File: src/rtl/st2_loader_if.sv
`default_nettype none
// ============================================================================
// st2_loader_if : HPS download stream, RAM port B and loader status bundle.
// Rev 1.0
// ============================================================================
interface st2_loader_if;
  logic        ioctl_download;
  logic [7:0]  ioctl_index;
  logic        ioctl_wr;
  logic [24:0] ioctl_addr;
  logic [7:0]  ioctl_dout;

  logic        mem_wr;
  logic [15:0] mem_addr;
  logic [7:0]  mem_din;

  logic        cpu_hold;
  logic        load_done;
  logic        load_error;
  logic [1:0]  err_code;
  logic        page_fault;

  modport master (
    output ioctl_download, ioctl_index, ioctl_wr, ioctl_addr, ioctl_dout,
    input  mem_wr, mem_addr, mem_din,
    input  cpu_hold, load_done, load_error, err_code, page_fault
  );

  modport slave (
    input  ioctl_download, ioctl_index, ioctl_wr, ioctl_addr, ioctl_dout,
    output mem_wr, mem_addr, mem_din,
    output cpu_hold, load_done, load_error, err_code, page_fault
  );
endinterface
`default_nettype wire

File: src/rtl/st2_loader.sv
`default_nettype none
// ============================================================================
// st2_loader : .st2 Studio II cartridge loader, HPS download -> RAM port B.
// Raw binary mode is built when ST2_LOADER_RAW_BIN_EN is defined.
// Rev 1.0
// ============================================================================
module st2_loader #(
  parameter logic [7:0]  ST2_INDEX = 8'h01,
  parameter logic [7:0]  RAW_INDEX = 8'h02,
  parameter logic [15:0] RAW_BASE  = 16'h0400
) (
  input  logic        clk,
  input  logic        reset,
  st2_loader_if.slave bus_io
);

  typedef enum logic [2:0] {
    S_IDLE   = 3'd0,
    S_HEADER = 3'd1,
    S_BODY   = 3'd2,
    S_RAW    = 3'd3,
    S_DONE   = 3'd4,
    S_ERROR  = 3'd5
  } state_e;

  localparam logic [1:0] c_err_none  = 2'd0;
  localparam logic [1:0] c_err_magic = 2'd1;
  localparam logic [1:0] c_err_nblk  = 2'd2;
  localparam logic [1:0] c_err_short = 2'd3;

  state_e      state_q, state_d;
  logic [1:0]  err_code_q, err_code_d;
  logic        dl_q;
  logic        magic_ok_q;
  logic [7:0]  nblk_q;
  logic [7:0]  pt_q [64];
  logic        mem_wr_q;
  logic [15:0] mem_addr_q;
  logic [7:0]  mem_din_q;
  logic        cpu_hold_q, load_done_q, load_error_q, page_fault_q;

  logic        w_rise, w_fall, w_wr_ok;
  logic        w_start_st2, w_start_raw, w_start;
  logic        w_hdr_wr, w_hdr_end;
  logic [1:0]  w_hdr_code;
  logic [5:0]  w_blk;
  logic [7:0]  w_page;
  logic        w_body_in, w_body_wr, w_body_fault;
  logic        w_raw_wr;
  logic [15:0] w_raw_addr;
  logic        w_hold_d;

  function automatic logic [7:0] magic_byte(input logic [1:0] idx);
    case (idx)
      2'd0:    return 8'h52;
      2'd1:    return 8'h43;
      2'd2:    return 8'h41;
      default: return 8'h32;
    endcase
  endfunction

  always_comb begin
    w_rise  = bus_io.ioctl_download & ~dl_q;
    w_fall  = ~bus_io.ioctl_download & dl_q;
    // A strobe coinciding with the falling edge still counts: dl_q covers that cycle.
    w_wr_ok = bus_io.ioctl_wr & (bus_io.ioctl_download | dl_q);

    w_start_st2 = w_rise && (bus_io.ioctl_index == ST2_INDEX);
`ifdef ST2_LOADER_RAW_BIN_EN
    w_start_raw = w_rise && (bus_io.ioctl_index == RAW_INDEX) && !w_start_st2;
`else
    w_start_raw = 1'b0;
`endif
    w_start = w_start_st2 | w_start_raw;

    w_hdr_wr  = w_wr_ok && (state_q == S_HEADER) && (bus_io.ioctl_addr[24:8] == 17'd0);
    w_hdr_end = w_hdr_wr && (bus_io.ioctl_addr[7:0] == 8'hFF);

    if (!magic_ok_q)
      w_hdr_code = c_err_magic;
    else if ((nblk_q < 8'd2) || (nblk_q > 8'd65))
      w_hdr_code = c_err_nblk;
    else
      w_hdr_code = c_err_none;

    w_blk        = bus_io.ioctl_addr[13:8] - 6'd1;
    w_page       = pt_q[w_blk];
    w_body_in    = (bus_io.ioctl_addr[24:14] == 11'd0) &&
                   ({2'b00, bus_io.ioctl_addr[13:8]} < nblk_q);
    w_body_wr    = w_wr_ok && (state_q == S_BODY) && w_body_in && (w_page >= 8'h04);
    w_body_fault = w_wr_ok && (state_q == S_BODY) && w_body_in && (w_page < 8'h04);

    w_raw_addr = RAW_BASE + bus_io.ioctl_addr[15:0];
    w_raw_wr   = w_wr_ok && (state_q == S_RAW) && (bus_io.ioctl_addr[24:16] == 9'd0);
  end

  always_comb begin
    state_d    = state_q;
    err_code_d = err_code_q;
    case (state_q)
      S_HEADER: begin
        if (w_hdr_end) begin
          if (w_hdr_code != c_err_none) begin
            state_d    = S_ERROR;
            err_code_d = w_hdr_code;
          end else if (w_fall) begin
            state_d = S_DONE;
          end else begin
            state_d = S_BODY;
          end
        end else if (w_fall) begin
          state_d    = S_ERROR;
          err_code_d = c_err_short;
        end
      end
      S_BODY, S_RAW: begin
        if (w_fall) state_d = S_DONE;
      end
      S_DONE:  state_d = S_IDLE;
      default: ;
    endcase
    // Unknown indices leave the current state (and any error report) untouched.
    if (w_start_st2) begin
      state_d    = S_HEADER;
      err_code_d = c_err_none;
    end else if (w_start_raw) begin
      state_d    = S_RAW;
      err_code_d = c_err_none;
    end
    w_hold_d = (state_d == S_HEADER) || (state_d == S_BODY) ||
               (state_d == S_RAW)    || (state_d == S_ERROR);
  end

  always_ff @(posedge clk) begin
    if (reset) begin
      state_q      <= S_IDLE;
      err_code_q   <= c_err_none;
      // Track the live level so a download still in progress is not seen as a new start.
      dl_q         <= bus_io.ioctl_download;
      magic_ok_q   <= 1'b0;
      nblk_q       <= 8'h00;
      mem_wr_q     <= 1'b0;
      mem_addr_q   <= 16'h0000;
      mem_din_q    <= 8'h00;
      cpu_hold_q   <= 1'b0;
      load_done_q  <= 1'b0;
      load_error_q <= 1'b0;
      page_fault_q <= 1'b0;
    end else begin
      state_q      <= state_d;
      err_code_q   <= err_code_d;
      dl_q         <= bus_io.ioctl_download;
      cpu_hold_q   <= w_hold_d;
      load_done_q  <= (state_q == S_DONE);
      load_error_q <= (state_d == S_ERROR);
      mem_wr_q     <= w_body_wr | w_raw_wr;

      if (w_body_wr) begin
        mem_addr_q <= {w_page, bus_io.ioctl_addr[7:0]};
        mem_din_q  <= bus_io.ioctl_dout;
      end else if (w_raw_wr) begin
        mem_addr_q <= w_raw_addr;
        mem_din_q  <= bus_io.ioctl_dout;
      end

      if (w_start)
        page_fault_q <= 1'b0;
      else if (w_body_fault)
        page_fault_q <= 1'b1;

      if (w_start_st2)
        magic_ok_q <= 1'b1;
      else if (w_hdr_wr && (bus_io.ioctl_addr[7:2] == 6'd0) &&
               (bus_io.ioctl_dout != magic_byte(bus_io.ioctl_addr[1:0])))
        magic_ok_q <= 1'b0;

      if (w_hdr_wr && (bus_io.ioctl_addr[7:0] == 8'd4))
        nblk_q <= bus_io.ioctl_dout;
    end
  end

  always_ff @(posedge clk) begin
    if (w_hdr_wr && (bus_io.ioctl_addr[7:6] == 2'b01))
      pt_q[bus_io.ioctl_addr[5:0]] <= bus_io.ioctl_dout;
  end

  assign bus_io.mem_wr     = mem_wr_q;
  assign bus_io.mem_addr   = mem_addr_q;
  assign bus_io.mem_din    = mem_din_q;
  assign bus_io.cpu_hold   = cpu_hold_q;
  assign bus_io.load_done  = load_done_q;
  assign bus_io.load_error = load_error_q;
  assign bus_io.err_code   = err_code_q;
  assign bus_io.page_fault = page_fault_q;

endmodule
`default_nettype wire

File: src/flat_wrapper.sv
// flat-port wrapper written by rule: the top's interface ports become plain ports
module st2_loader_flat 
#(
  parameter logic [7:0]  ST2_INDEX = 8'h01,
  parameter logic [7:0]  RAW_INDEX = 8'h02,
  parameter logic [15:0] RAW_BASE  = 16'h0400
)
  (clk, reset, bus_io_ioctl_download, bus_io_ioctl_index, bus_io_ioctl_wr, bus_io_ioctl_addr, bus_io_ioctl_dout, bus_io_mem_wr, bus_io_mem_addr, bus_io_mem_din, bus_io_cpu_hold, bus_io_load_done, bus_io_load_error, bus_io_err_code, bus_io_page_fault);
  st2_loader_if bus_io_i ();
  input  logic clk;
  input  logic reset;
  input wire logic [$bits(bus_io_i.ioctl_download)-1:0] bus_io_ioctl_download;
  input wire logic [$bits(bus_io_i.ioctl_index)-1:0] bus_io_ioctl_index;
  input wire logic [$bits(bus_io_i.ioctl_wr)-1:0] bus_io_ioctl_wr;
  input wire logic [$bits(bus_io_i.ioctl_addr)-1:0] bus_io_ioctl_addr;
  input wire logic [$bits(bus_io_i.ioctl_dout)-1:0] bus_io_ioctl_dout;
  output wire logic [$bits(bus_io_i.mem_wr)-1:0] bus_io_mem_wr;
  output wire logic [$bits(bus_io_i.mem_addr)-1:0] bus_io_mem_addr;
  output wire logic [$bits(bus_io_i.mem_din)-1:0] bus_io_mem_din;
  output wire logic [$bits(bus_io_i.cpu_hold)-1:0] bus_io_cpu_hold;
  output wire logic [$bits(bus_io_i.load_done)-1:0] bus_io_load_done;
  output wire logic [$bits(bus_io_i.load_error)-1:0] bus_io_load_error;
  output wire logic [$bits(bus_io_i.err_code)-1:0] bus_io_err_code;
  output wire logic [$bits(bus_io_i.page_fault)-1:0] bus_io_page_fault;
  assign bus_io_i.ioctl_download = bus_io_ioctl_download;
  assign bus_io_i.ioctl_index = bus_io_ioctl_index;
  assign bus_io_i.ioctl_wr = bus_io_ioctl_wr;
  assign bus_io_i.ioctl_addr = bus_io_ioctl_addr;
  assign bus_io_i.ioctl_dout = bus_io_ioctl_dout;
  assign bus_io_mem_wr = bus_io_i.mem_wr;
  assign bus_io_mem_addr = bus_io_i.mem_addr;
  assign bus_io_mem_din = bus_io_i.mem_din;
  assign bus_io_cpu_hold = bus_io_i.cpu_hold;
  assign bus_io_load_done = bus_io_i.load_done;
  assign bus_io_load_error = bus_io_i.load_error;
  assign bus_io_err_code = bus_io_i.err_code;
  assign bus_io_page_fault = bus_io_i.page_fault;
  st2_loader #(.ST2_INDEX(ST2_INDEX), .RAW_INDEX(RAW_INDEX), .RAW_BASE(RAW_BASE)) u_core (.clk(clk), .reset(reset), .bus_io(bus_io_i));
endmodule
File: config.mk
export PLATFORM = sky130hd
export DESIGN_NAME = st2_loader_flat
export DESIGN_NICKNAME = d
export VERILOG_FILES = /design/src/rtl/st2_loader_if.sv /design/src/rtl/st2_loader.sv /design/src/flat_wrapper.sv
export SDC_FILE = /design/constraint.sdc
export NUM_CORES = 1
export LEC_CHECK = 0
export BUFFER_PORTS_ARGS = -buffer_cell sky130_fd_sc_hd__buf_2
export CORE_MARGIN = 4
export CORE_UTILIZATION = 45
export DETAILED_ROUTE_END_ITERATION = 10
export PLACE_DENSITY_LB_ADDON = 0.15
export SLEW_MARGIN = 20
export SYNTH_ARGS = -nofsm -noshare
export SYNTH_HDL_FRONTEND = slang
export SYNTH_SLANG_ARGS = --single-unit
File: constraint.sdc
create_clock -name clk -period 7.7 [get_ports clk]
set_input_delay 1.925 -clock clk [delete_from_list [all_inputs] [get_ports clk]]
set_output_delay 1.925 -clock clk [all_outputs]
set_load 0.05 [all_outputs]
Word-level counts from Yosys, hierarchy flattened:

Memory sizes are Yosys's and may differ from the RTL's.
Cells that the tools add are included.

* logic and storage cells: 97
* memories kept: 1
* RAM bits: 512
* flip-flop bits (word level): 44

Memories
* u_core.pt_q: words 64, width 8, rd ports 1, clocked after Yosys merged registers in 0, wr ports 1, line st2_loader.sv:36 `logic [7:0] pt_q [64];`

* add/sub/neg operators: 2
* multiplexer cells: 23
* order comparisons: 5
* equal/unequal tests: 16
* reductions and logical operators: 31
* bitwise logic cells: 7

Operator list (count)
* 16-bit two-way mux: 2
* 8-bit two-way mux: 4
* 7-bit one-hot mux with 3 select lines: 1
* 3-bit two-way mux: 6
* 17-bit zero test: 1
* 11-bit by 16-bit adder with 16-bit output (first input constant): 1
* 1-bit logical AND: 15
* 3-bit by 2-bit equality test with 1-bit output (second input constant): 4
* 11-bit zero test: 1
* 2-bit two-way mux: 5
* 9-bit zero test: 1
* 3-bit one-hot mux with 3 select lines: 1
* 8-bit by 1-bit equality test with 1-bit output (second input constant): 1
* 8-bit by 3-bit equality test with 1-bit output (second input constant): 1
* 8-bit equality test (second input constant): 1
* 8-bit by 3-bit greater-or-equal comparator with 1-bit output (second input constant): 1
* 8-bit by 7-bit greater-than comparator with 1-bit output (second input constant): 1
* 6-bit by 8-bit < comparator with 1-bit output: 1
* 8-bit by 2-bit < comparator with 1-bit output (second input constant): 1
* 8-bit by 3-bit < comparator with 1-bit output (second input constant): 1
* 8-bit inequality test: 1
* 2-bit nonzero test: 4
* 3-bit by 1-bit equality test with 1-bit output (second input constant): 2
* 3-bit equality test (second input constant): 2
* other kinds (13): 25

Longest topological paths before layout:

Gate-level depths: netlist of run 1.

* depth after elaboration: 13
* depth in mapped cells: 20

Worst setup path before layout of run 1:

No wires, ideal clock.

* path type: input to register
* start: input bus_io_ioctl_addr[8]
* end: register u_core.mem_addr_q[8] (netlist: u_core.bus_io.mem_addr[8])
* slack: 1.715 ns
* cell stages on the path: 18
* arrival time: 5.864 ns
* cell sequence: buf_6 -> buf_4 -> buf_4 -> inv_1 -> buf_2 -> ha_1 -> buf_4 -> xor2_2 -> buf_6 -> mux4_2 -> mux2i_1 -> o21ai_0 -> o221ai_1 -> o211ai_1 -> or4_4 -> and2_4 -> buf_6 -> mux2_4

* cells in the longest elaborated chain, start to end: 5
* elaborated cells on any way between the ends: 11
* classes of those cells: add/sub: 2; order compare: 2; mux: 2; reduce/logical: 4; memory: 1

Ends and longest elaborated chain
* from (decl): line flat_wrapper.sv:15 `input wire logic [$bits(bus_io_i.ioctl_addr)-1:0] bus_io_ioctl_addr;`
* 6-bit by 1-bit subtractor with 6-bit output or 6-bit by 8-bit < comparator with 1-bit output (tied branches): line st2_loader.sv:86, st2_loader.sv:89
* memory read 64 x 8 bit or 1-bit logical AND (tied branches)
* 8-bit by 3-bit greater-or-equal comparator with 1-bit output or 1-bit logical AND (tied branches): line st2_loader.sv:90 `w_body_wr = w_wr_ok && (state_q == S_BODY) && w_body_in && (w_page >= 8'h04);`
* 1-bit logical AND: line st2_loader.sv:90
* 16-bit two-way mux or 2-bit nonzero test (tied branches)
* to (signal assigned): line st2_loader.sv:159 `mem_addr_q <= {w_page, bus_io.ioctl_addr[7:0]};`
* to (signal assigned): line st2_loader.sv:162 `mem_addr_q <= w_raw_addr;`
* to (decl): line st2_loader.sv:38 `logic [15:0] mem_addr_q;`

Several ways; a longest one is shown, not always the timed one. The select of a mux whose other input is x is not followed.
A chain may end at the register's enable or synchronous reset.

Worst setup path in the final report of run 1:

* start: input bus_io_ioctl_addr[8]
* end: register u_core.mem_addr_q[0] (netlist: u_core.bus_io.mem_addr[0])

* cells in the longest elaborated chain, start to end: 5
* elaborated cells on any way between the ends: 9
* classes of those cells: add/sub: 1; order compare: 2; mux: 1; reduce/logical: 4; memory: 1

Ends and longest elaborated chain (line)
* 6-bit by 1-bit subtractor with 6-bit output or 6-bit by 8-bit < comparator with 1-bit output (tied branches): st2_loader.sv:86, st2_loader.sv:89
* memory read 64 x 8 bit or 1-bit logical AND (tied branches)
* 8-bit by 3-bit greater-or-equal comparator with 1-bit output or 1-bit logical AND (tied branches): st2_loader.sv:90
* 1-bit logical AND (*): st2_loader.sv:90
* 16-bit two-way mux or 2-bit nonzero test (tied branches)

Every way passes the cells marked *; elsewhere a longest branch is shown, timed or not.

==> flow_summary_export.csv, run 1 <==
group,metric,value,unit
run_status,outcome,"complete, no violations",
detailed_routing,firstDrtPassIters,5,
grt,number_of_antenna_violations_at_the_first_check_in_global_routing,0,
grt,maximum_number_of_pins_on_one_net_before_global_route_repair,69,
yosys,yosysUniqueCellTypes,74,
detailed_routing,drt-initial-drc-count,1083,
sta,final_period_minus_worst_setup_slack,5710,ps
yosys,most_numerous_cell_types_in_the_synthesized_netlist,"sky130_fd_sc_hd__edfxtp_1, sky130_fd_sc_hd__mux4_2, sky130_fd_sc_hd__nor2_1",
cts,postCtsHoldBufs,0,
worst_setup_path,startpoint_of_the_worst_register_to_register_path,"u_core.state_q[0]$_SDFF_PP0_",
cts,cts.htree.levels,2,
place,post-place-cells,1975,
grt,grt.busiest_layer,"met1",
worst_setup_path,cp_arrival,6240,ps
worst_setup_path,startpoint,"bus_io_ioctl_addr[8]",
worst_setup_path,type_of_the_worst_setup_path,"primary input to flop",
sta,timing.max_slew.rel_slack,0.304,
place,place.detailed.hpwl,34100,µm
place,place.port_buffers,75,
yosys,post-synth-top-area-fraction,0.678,
grt,global_route_wire_length_before_repair,82100,µm
yosys,postSynthRegisterBits,556,
cells_and_area,post_route_cells_drive_above_1_share,0.243,
cells_and_area,num_antenna_cells,0,
worst_setup_path,critPathSlowestCell,"sky130_fd_sc_hd__xor2_4",
pwr,power.static_leakage,8.45,nW
yosys,synth-seq-area-share,0.717,
cts,tritoncts,"built",
sta,rsz0062_at_grt,"false",
detailed_routing,detailed_route_wl,55600,µm
floorplanning,die_width,233,µm
cells_and_area,final_net_count,1420,
yosys,share_of_flip_flops_with_an_asynchronous_set_or_reset,0,
yosys,synth_top_cell_by_area,"sky130_fd_sc_hd__edfxtp_1",
pwr,power.sequential.fraction,0.500,
cts,cts-resized-gates,0,
cells_and_area,final_core_util,0.514,
worst_setup_path,critPathLaunchType,"primary input",
pwr,power-per-cell-area,256,mW/mm²
yosys,synthMostInstantiatedCell,"sky130_fd_sc_hd__edfxtp_1",
detailed_routing,detail_route.wl_per_cell,26.7,µm
hold_path,hold_start,"u_core.bus_io.mem_din[5]$_SDFFE_PP0P_",
cells_and_area,finish.cell_count_without_fillers,2083,
yosys,syn-num-nets,1333,
yosys,synth-edff-count,512,
detailed_routing,detail-route-antenna-nets,0,
cells_and_area,syn2layout_area_growth,13.2,%
pwr,p_switching,1.43,mW
floorplanning,core-area,0.0500,mm²
pwr,cellInternalPower,5.15,mW
cts,clock_tree.root_cell,"sky130_fd_sc_hd__clkbuf_16",
sta,timing.final.setup_violations,0,
sta,drv_slew,0,
pwr,p_comb_frac,0.065,
yosys,synthTopCellsByArea,"sky130_fd_sc_hd__edfxtp_1, sky130_fd_sc_hd__mux4_2, sky130_fd_sc_hd__dfxtp_1, sky130_fd_sc_hd__nor2_1, sky130_fd_sc_hd__mux2i_1",
grt,globalRouteTotalUtil,0.207,
yosys,ys_dominant_reg_cell,"sky130_fd_sc_hd__edfxtp_1",
floorplanning,initial_core_util,0.454,
cts,cts_inserted_buffers,58,
detailed_routing,post-route-drc-count,0,
flow_run,drv.max_cap_violation_count,0,
worst_setup_path,cp.buffers_inverters,4,
sta,worst_slew_pin_slew,1040,ps
yosys,postSynthAreaPerCell,17.8,µm²
hold_path,hold_path_class,"flop to flop",
detailed_routing,avgViaCountPerCell,5.76,
cts,insertion_delay,610,ps
pwr,share_clk_of_total_power,0.435,
floorplanning,floorplan.io_pins,76,
sta,f_max,0.175,GHz
worst_setup_path,critical-path-max-stage-delay,590,ps
yosys,netlist_area,0.0227,mm²
worst_setup_path,critical_path.top_delay_family,"buffers and inverters",
detailed_routing,overall_via_count_from_detail_route,11989,
yosys,yosysWarningCount,0,
worst_setup_path,worst_setup_path_end_kind,"flop",
cts,post-cts-setup-buffers,0,
grt,global_route.usage.met1,0.318,
sta,worst_clock_skew,12.6,ps
sta,final_clock_period_utilization_by_the_worst_path,0.742,
yosys,syn_inst,1276,
grt,grt_util_met2,0.305,
floorplanning,design.die.area,0.0541,mm²
place,gp_congestion,0.860,
sta,setup_tns,0,ps
sta,finalHoldViolCount,0,
pwr,worst_vdd_drop,0.000155,V
cts,cts.sink_count,556,
cts,clk_transition_reported_paths,60,ps
grt,groute.layer.met3.usage,0.0411,
sta,fin_worst_hold_slack,468,ps
cts,clock_path_buffers,3,
worst_setup_path,path_max_fanout,23,
worst_setup_path,timing.critical_path.cells,"clkbuf_8 -> inv_1 -> ha_4 -> xor2_4 -> buf_4 -> mux4_2 -> mux2i_1 -> o21ai_0 -> o221ai_1 -> o211ai_1 -> or4_4 -> a21boi_2 -> buf_4 -> mux2i_1",
pwr,swShare,0.217,
floorplanning,row_count,82,
grt,globalRouteOverflowTotal,0,
worst_setup_path,worst_path_required_time,8230,ps
floorplanning,die-height,233,µm
grt,via_count_of_the_first_global_routing_pass,11899,
## power by group through the flow
stage	Clock (mW)	Combinational, mW	Sequential, mW
finish	2.86	0.428	3.29
global route	3.04	0.458	3.29
CTS	2.91	0.431	3.29
detailed placement	0	0.430	3.36
global placement	0	0.424	3.36
floorplan	0	0.257	3.36
## cells in the final DEF (no fill, tap or decap), drive strengths merged, types with 7 or more instances in the layout
master	count
nand3	41
a21oi	15
mux4	127
buf	100
nor2	113
a31oi	10
o31ai	7
bufinv	9
mux2i	38
nand2	91
nand3b	10
nand4	10
edfxtp	512
o21ai	13
a311oi	9
clkbuf	67
clkinv	26
ha	12
and3	10
inv	19
nand2b	36
dfxtp	44
## path summary, 6_finish.rpt
path / to / slack [ps] / cells after the start
max reg2reg: u_core.pt_q[46][7]$_DFFE_PP_ / 3570 / 8
min: u_core.bus_io.mem_din[5]$_SDFFE_PP0P_ / 470 / 2
max: u_core.bus_io.mem_addr[0]$_SDFFE_PP0P_ / 1990 / 14
min reg2reg: u_core.bus_io.mem_din[5]$_SDFFE_PP0P_ / 470 / 2
## layer usage
metal,up-vias,part of all wire
met5,-,0
met4,0,0.026
met3,84,0.074
met2,465,0.44
met1,6198,0.46
li1,5242,-
## tightest hold or removal path, cell delays in order, from the launching register on
cell,delay (ps)
sky130_fd_sc_hd__dfxtp_1,300
sky130_fd_sc_hd__nand2b_1,60
sky130_fd_sc_hd__mux2i_1,60
## flip-flops by register name, indices dropped and copies added, names as in the netlist
signal                    cells
u_core.magic_ok_q             1
u_core.bus_io.mem_din         8
u_core.pt_q                 512
u_core.bus_io.mem_wr          1
u_core.bus_io.load_done       1
u_core.nblk_q                 8
u_core.bus_io.err_code        2
u_core.bus_io.page_fault      1
u_core.bus_io.mem_addr       16
u_core.dl_q                   1
u_core.state_q                3
u_core.bus_io.cpu_hold        1
u_core.bus_io.load_error      1
## stage by stage
stage	setup WS, ps	instance area (µm²)	power [mW]
after floorplan	1710	22700	3.62
after global placement	1430	23700	3.78
after detailed placement	1410	23700	3.79
after CTS	2050	25700	6.64
after global routing	1780	25700	6.79
final	1990	25700	6.58
## logic make-up (layout without fill, tap and decap cells)
kind of cell	after synthesis	after routing	synth area share
DFF	556	556	0.717
and+or+nand+nor	350	350	0.0744
muxes	170	170	0.146
buffers and inverters	90	225	0.0214
AOI/OAI and AO/OA	89	89	0.0308
adders and majority gates	12	12	0.00662
xor gates and xnor gates	9	9	0.00381
## final cells by class
| class | instances | area, µm² |
|---|---|---|
| clock buffers | 66 | 1500 |
| clock inverters | 42 | 445 |
| fillers | 4135 | 24300 |
| inverters | 16 | 60.1 |
| multi-input cells | 630 | 5970 |
| flip-flops and latches | 556 | 16300 |
| well taps | 672 | 841 |
| repair buffers | 101 | 592 |
(Power assumes the default switching activity.)
==> run 2: changes to the inputs <==
clock period = 5.06 ns   (was 7.7 ns; I/O delays follow)
==> run 2 against run 1 <==
  * Sequential share of layout area down 1.4 points
  * Flip-flop and latch count unchanged
  * Global-route usage up 0.36 points
  * Sequential power up 52%
  * Setup slack worse by 1400 ps
  * Power up 48%
  * Clock power up 42%
  * Cell count up 3.8%
==> flow_summary_export.csv, run 2 (synthesis gave the netlist of run 1 again) <==
group,metric,value,unit
run_status,outcome,"complete, no violations",
cts,cts.htree.levels,2,
cts,insertion_delay,600,ps
grt,maximum_number_of_pins_on_one_net_before_global_route_repair,67,
sta,finalHoldViolCount,0,
detailed_routing,detail-route-antenna-nets,0,
sta,final_clock_period_utilization_by_the_worst_path,0.884,
detailed_routing,post-route-drc-count,0,
pwr,power-per-cell-area,372,mW/mm²
cells_and_area,syn2layout_area_growth,15.7,%
pwr,power.static_leakage,8.87,nW
worst_setup_path,timing.critical_path.cells,"buf_2 -> buf_4 -> o31ai_2 -> nand2_1 -> buf_4 -> buf_4 -> buf_4 -> nor2_1 -> nor2_1 -> o221ai_1 -> o21ai_0 -> or4_4 -> a21boi_2 -> buf_12 -> mux2i_1",
sta,timing.max_slew.rel_slack,0.288,
sta,rsz0062_at_grt,"false",
detailed_routing,firstDrtPassIters,5,
pwr,fin_total_pwr,9.76,mW
cts,clock_path_buffers,3,
pwr,power.sequential.fraction,0.513,
worst_setup_path,critPathLaunchType,"primary input",
cells_and_area,largest_register_ffs,512,
floorplanning,row_count,82,
cts,clock_tree.root_cell,"sky130_fd_sc_hd__clkbuf_16",
sta,final_period_minus_worst_setup_slack,4470,ps
grt,number_of_antenna_violations_at_the_first_check_in_global_routing,1,
sta,worst_slew_pin_slew,1060,ps
detailed_routing,drt-initial-drc-count,1147,
worst_setup_path,worst_setup_path_end_kind,"flop",
floorplanning,initial_core_util,0.454,
cts,tritoncts,"built",
sta,setup_slack,587,ps
hold_path,hold_path_class,"flop to flop",
grt,via_count_of_the_first_global_routing_pass,12171,
pwr,swShare,0.217,
place,place_ws,90.4,ps
detailed_routing,detailed_route_wl,56400,µm
detailed_routing,avgViaCountPerCell,5.66,
sta,worst_clock_skew,14.2,ps
cells_and_area,layout_common_cells,"sky130_fd_sc_hd__edfxtp_1, sky130_fd_sc_hd__mux4_2, sky130_fd_sc_hd__nor2_1, sky130_fd_sc_hd__buf_4, sky130_fd_sc_hd__nand2_1",
cells_and_area,filler_cell_count,4062,
sta,drv_slew,0,
cells_and_area,final_net_count,1505,
place,dpl-instance-area,0.0245,mm²
worst_setup_path,type_of_the_worst_setup_path,"primary input to flop",
sta,timing.final.setup_violations,0,
pwr,p_switching,2.11,mW
cells_and_area,final_core_util,0.525,
cells_and_area,num_antenna_cells,0,
cells_and_area,post_route_cells_drive_above_1_share,0.282,
cts,clk_transition_reported_paths,60,ps
worst_setup_path,worst_path_required_time,5580,ps
grt,globalRouteOverflowTotal,0,
cts,cts.sink_count,556,
cts,cts-resized-gates,0,
floorplanning,design.die.area,0.0541,mm²
worst_setup_path,critical-path-max-stage-delay,490,ps
cts,cts_inserted_buffers,55,
sta,setup_tns,0,ps
cts,postCtsHoldBufs,0,
flow_run,drv.max_cap_violation_count,0,
grt,globalRouteTotalUtil,0.211,
detailed_routing,detail_route.wl_per_cell,26.1,µm
pwr,worst_vdd_drop,0.000233,V
worst_setup_path,cell_mode_on_critical_path,"sky130_fd_sc_hd__buf_4",
worst_setup_path,critPathSlowestCell,"sky130_fd_sc_hd__or4_4",
place,place.detailed.hpwl,37200,µm
floorplanning,core-area,0.0500,mm²
place,place.port_buffers,75,
cts,post-cts-setup-buffers,0,
place,gp_congestion,0.927,
worst_setup_path,cp_arrival,4990,ps
detailed_routing,overall_via_count_from_detail_route,12236,
cells_and_area,most_frequent_standard_cell_in_the_layout_excluding_fill_and_tap_cells,"sky130_fd_sc_hd__edfxtp_1",
cells_and_area,post-route-cell-area,0.0263,mm²
floorplanning,die-height,233,µm
floorplanning,die_width,233,µm
sta,f_max,0.224,GHz
pwr,p_comb_frac,0.070,
pwr,cellInternalPower,7.65,mW
floorplanning,floorplan.io_pins,76,
worst_setup_path,path_max_fanout,17,
pwr,share_clk_of_total_power,0.417,
grt,global_route_wire_length_before_repair,83200,µm
==> run 2: cell types whose count changed in the layout (fill, tap and decap cells not counted), sizes merged <==
cell,delta
bufinv,-4
clkbuf,+6
clkinv,-6
clkinvlp,-1
inv,-3
buf,+88
==> run 2: worst paths after layout <==
path	from	end	slack, ps	depth (start not counted)
setup / recovery	bus_io_ioctl_addr[10]	u_core.bus_io.mem_addr[6]$_SDFFE_PP0P_	590	15
hold / removal	u_core.bus_io.mem_addr[3]$_SDFFE_PP0P_	u_core.bus_io.mem_addr[3]$_SDFFE_PP0P_	470	2
setup reg to reg	u_core.state_q[0]$_SDFF_PP0_	u_core.pt_q[13][7]$_DFFE_PP_	1650	9
hold reg to reg	u_core.bus_io.mem_addr[3]$_SDFFE_PP0P_	u_core.bus_io.mem_addr[3]$_SDFFE_PP0P_	470	2
==> run 2: through the flow <==
stage / hold slack (ps) / cells
2_1_floorplan: 448 / 1276
3_3_place_gp: 460 / 2063
3_5_place_dp: 464 / 2063
4_1_cts: 474 / 2163
5_1_grt: 500 / 2163
6_report: 471 / 2163
==> run 2: worst max-delay path: cells and delay by family <==
family	cells	cell delay, ps
buffers and inverters	6	1140
multiplexers	1	230
AND/OR/NAND/NOR	4	1040
AO/OA/AOI/OAI	4	1280
==> run 2: area by class of cell <==
type	count	area (µm²)	share of cell area
Inverter	16	60.1	0.00229
Clock buffer	72	1530	0.0584
Tap cell	672	841	0.0320
Sequential cell	556	16300	0.619
Clock inverter	28	264	0.0101
Multi-Input combinational cell	630	5970	0.228
Timing Repair Buffer	189	1330	0.0506
==> run 2: power groups by stage <==
stage	clock (mW)	sequential (mW)	combinational (mW)
CTS	4.15	5.01	0.688
finish	4.07	5.01	0.684
global route	4.35	5.01	0.733
global placement	0	5.11	0.679
detailed placement	0	5.11	0.686
floorplan	0	5.11	0.393
==> run 2: layer usage <==
| metal | global-route usage | vias up | part of all wire |
|---|---|---|---|
| met2 | 0.323 | 395 | 0.46 |
| li1 | - | 5404 | - |
| met3 | 0.0328 | 70 | 0.061 |
| met1 | 0.318 | 6365 | 0.45 |
| met4 | 0.0553 | 2 | 0.021 |
| met5 | 0 | - | 0.00023 |
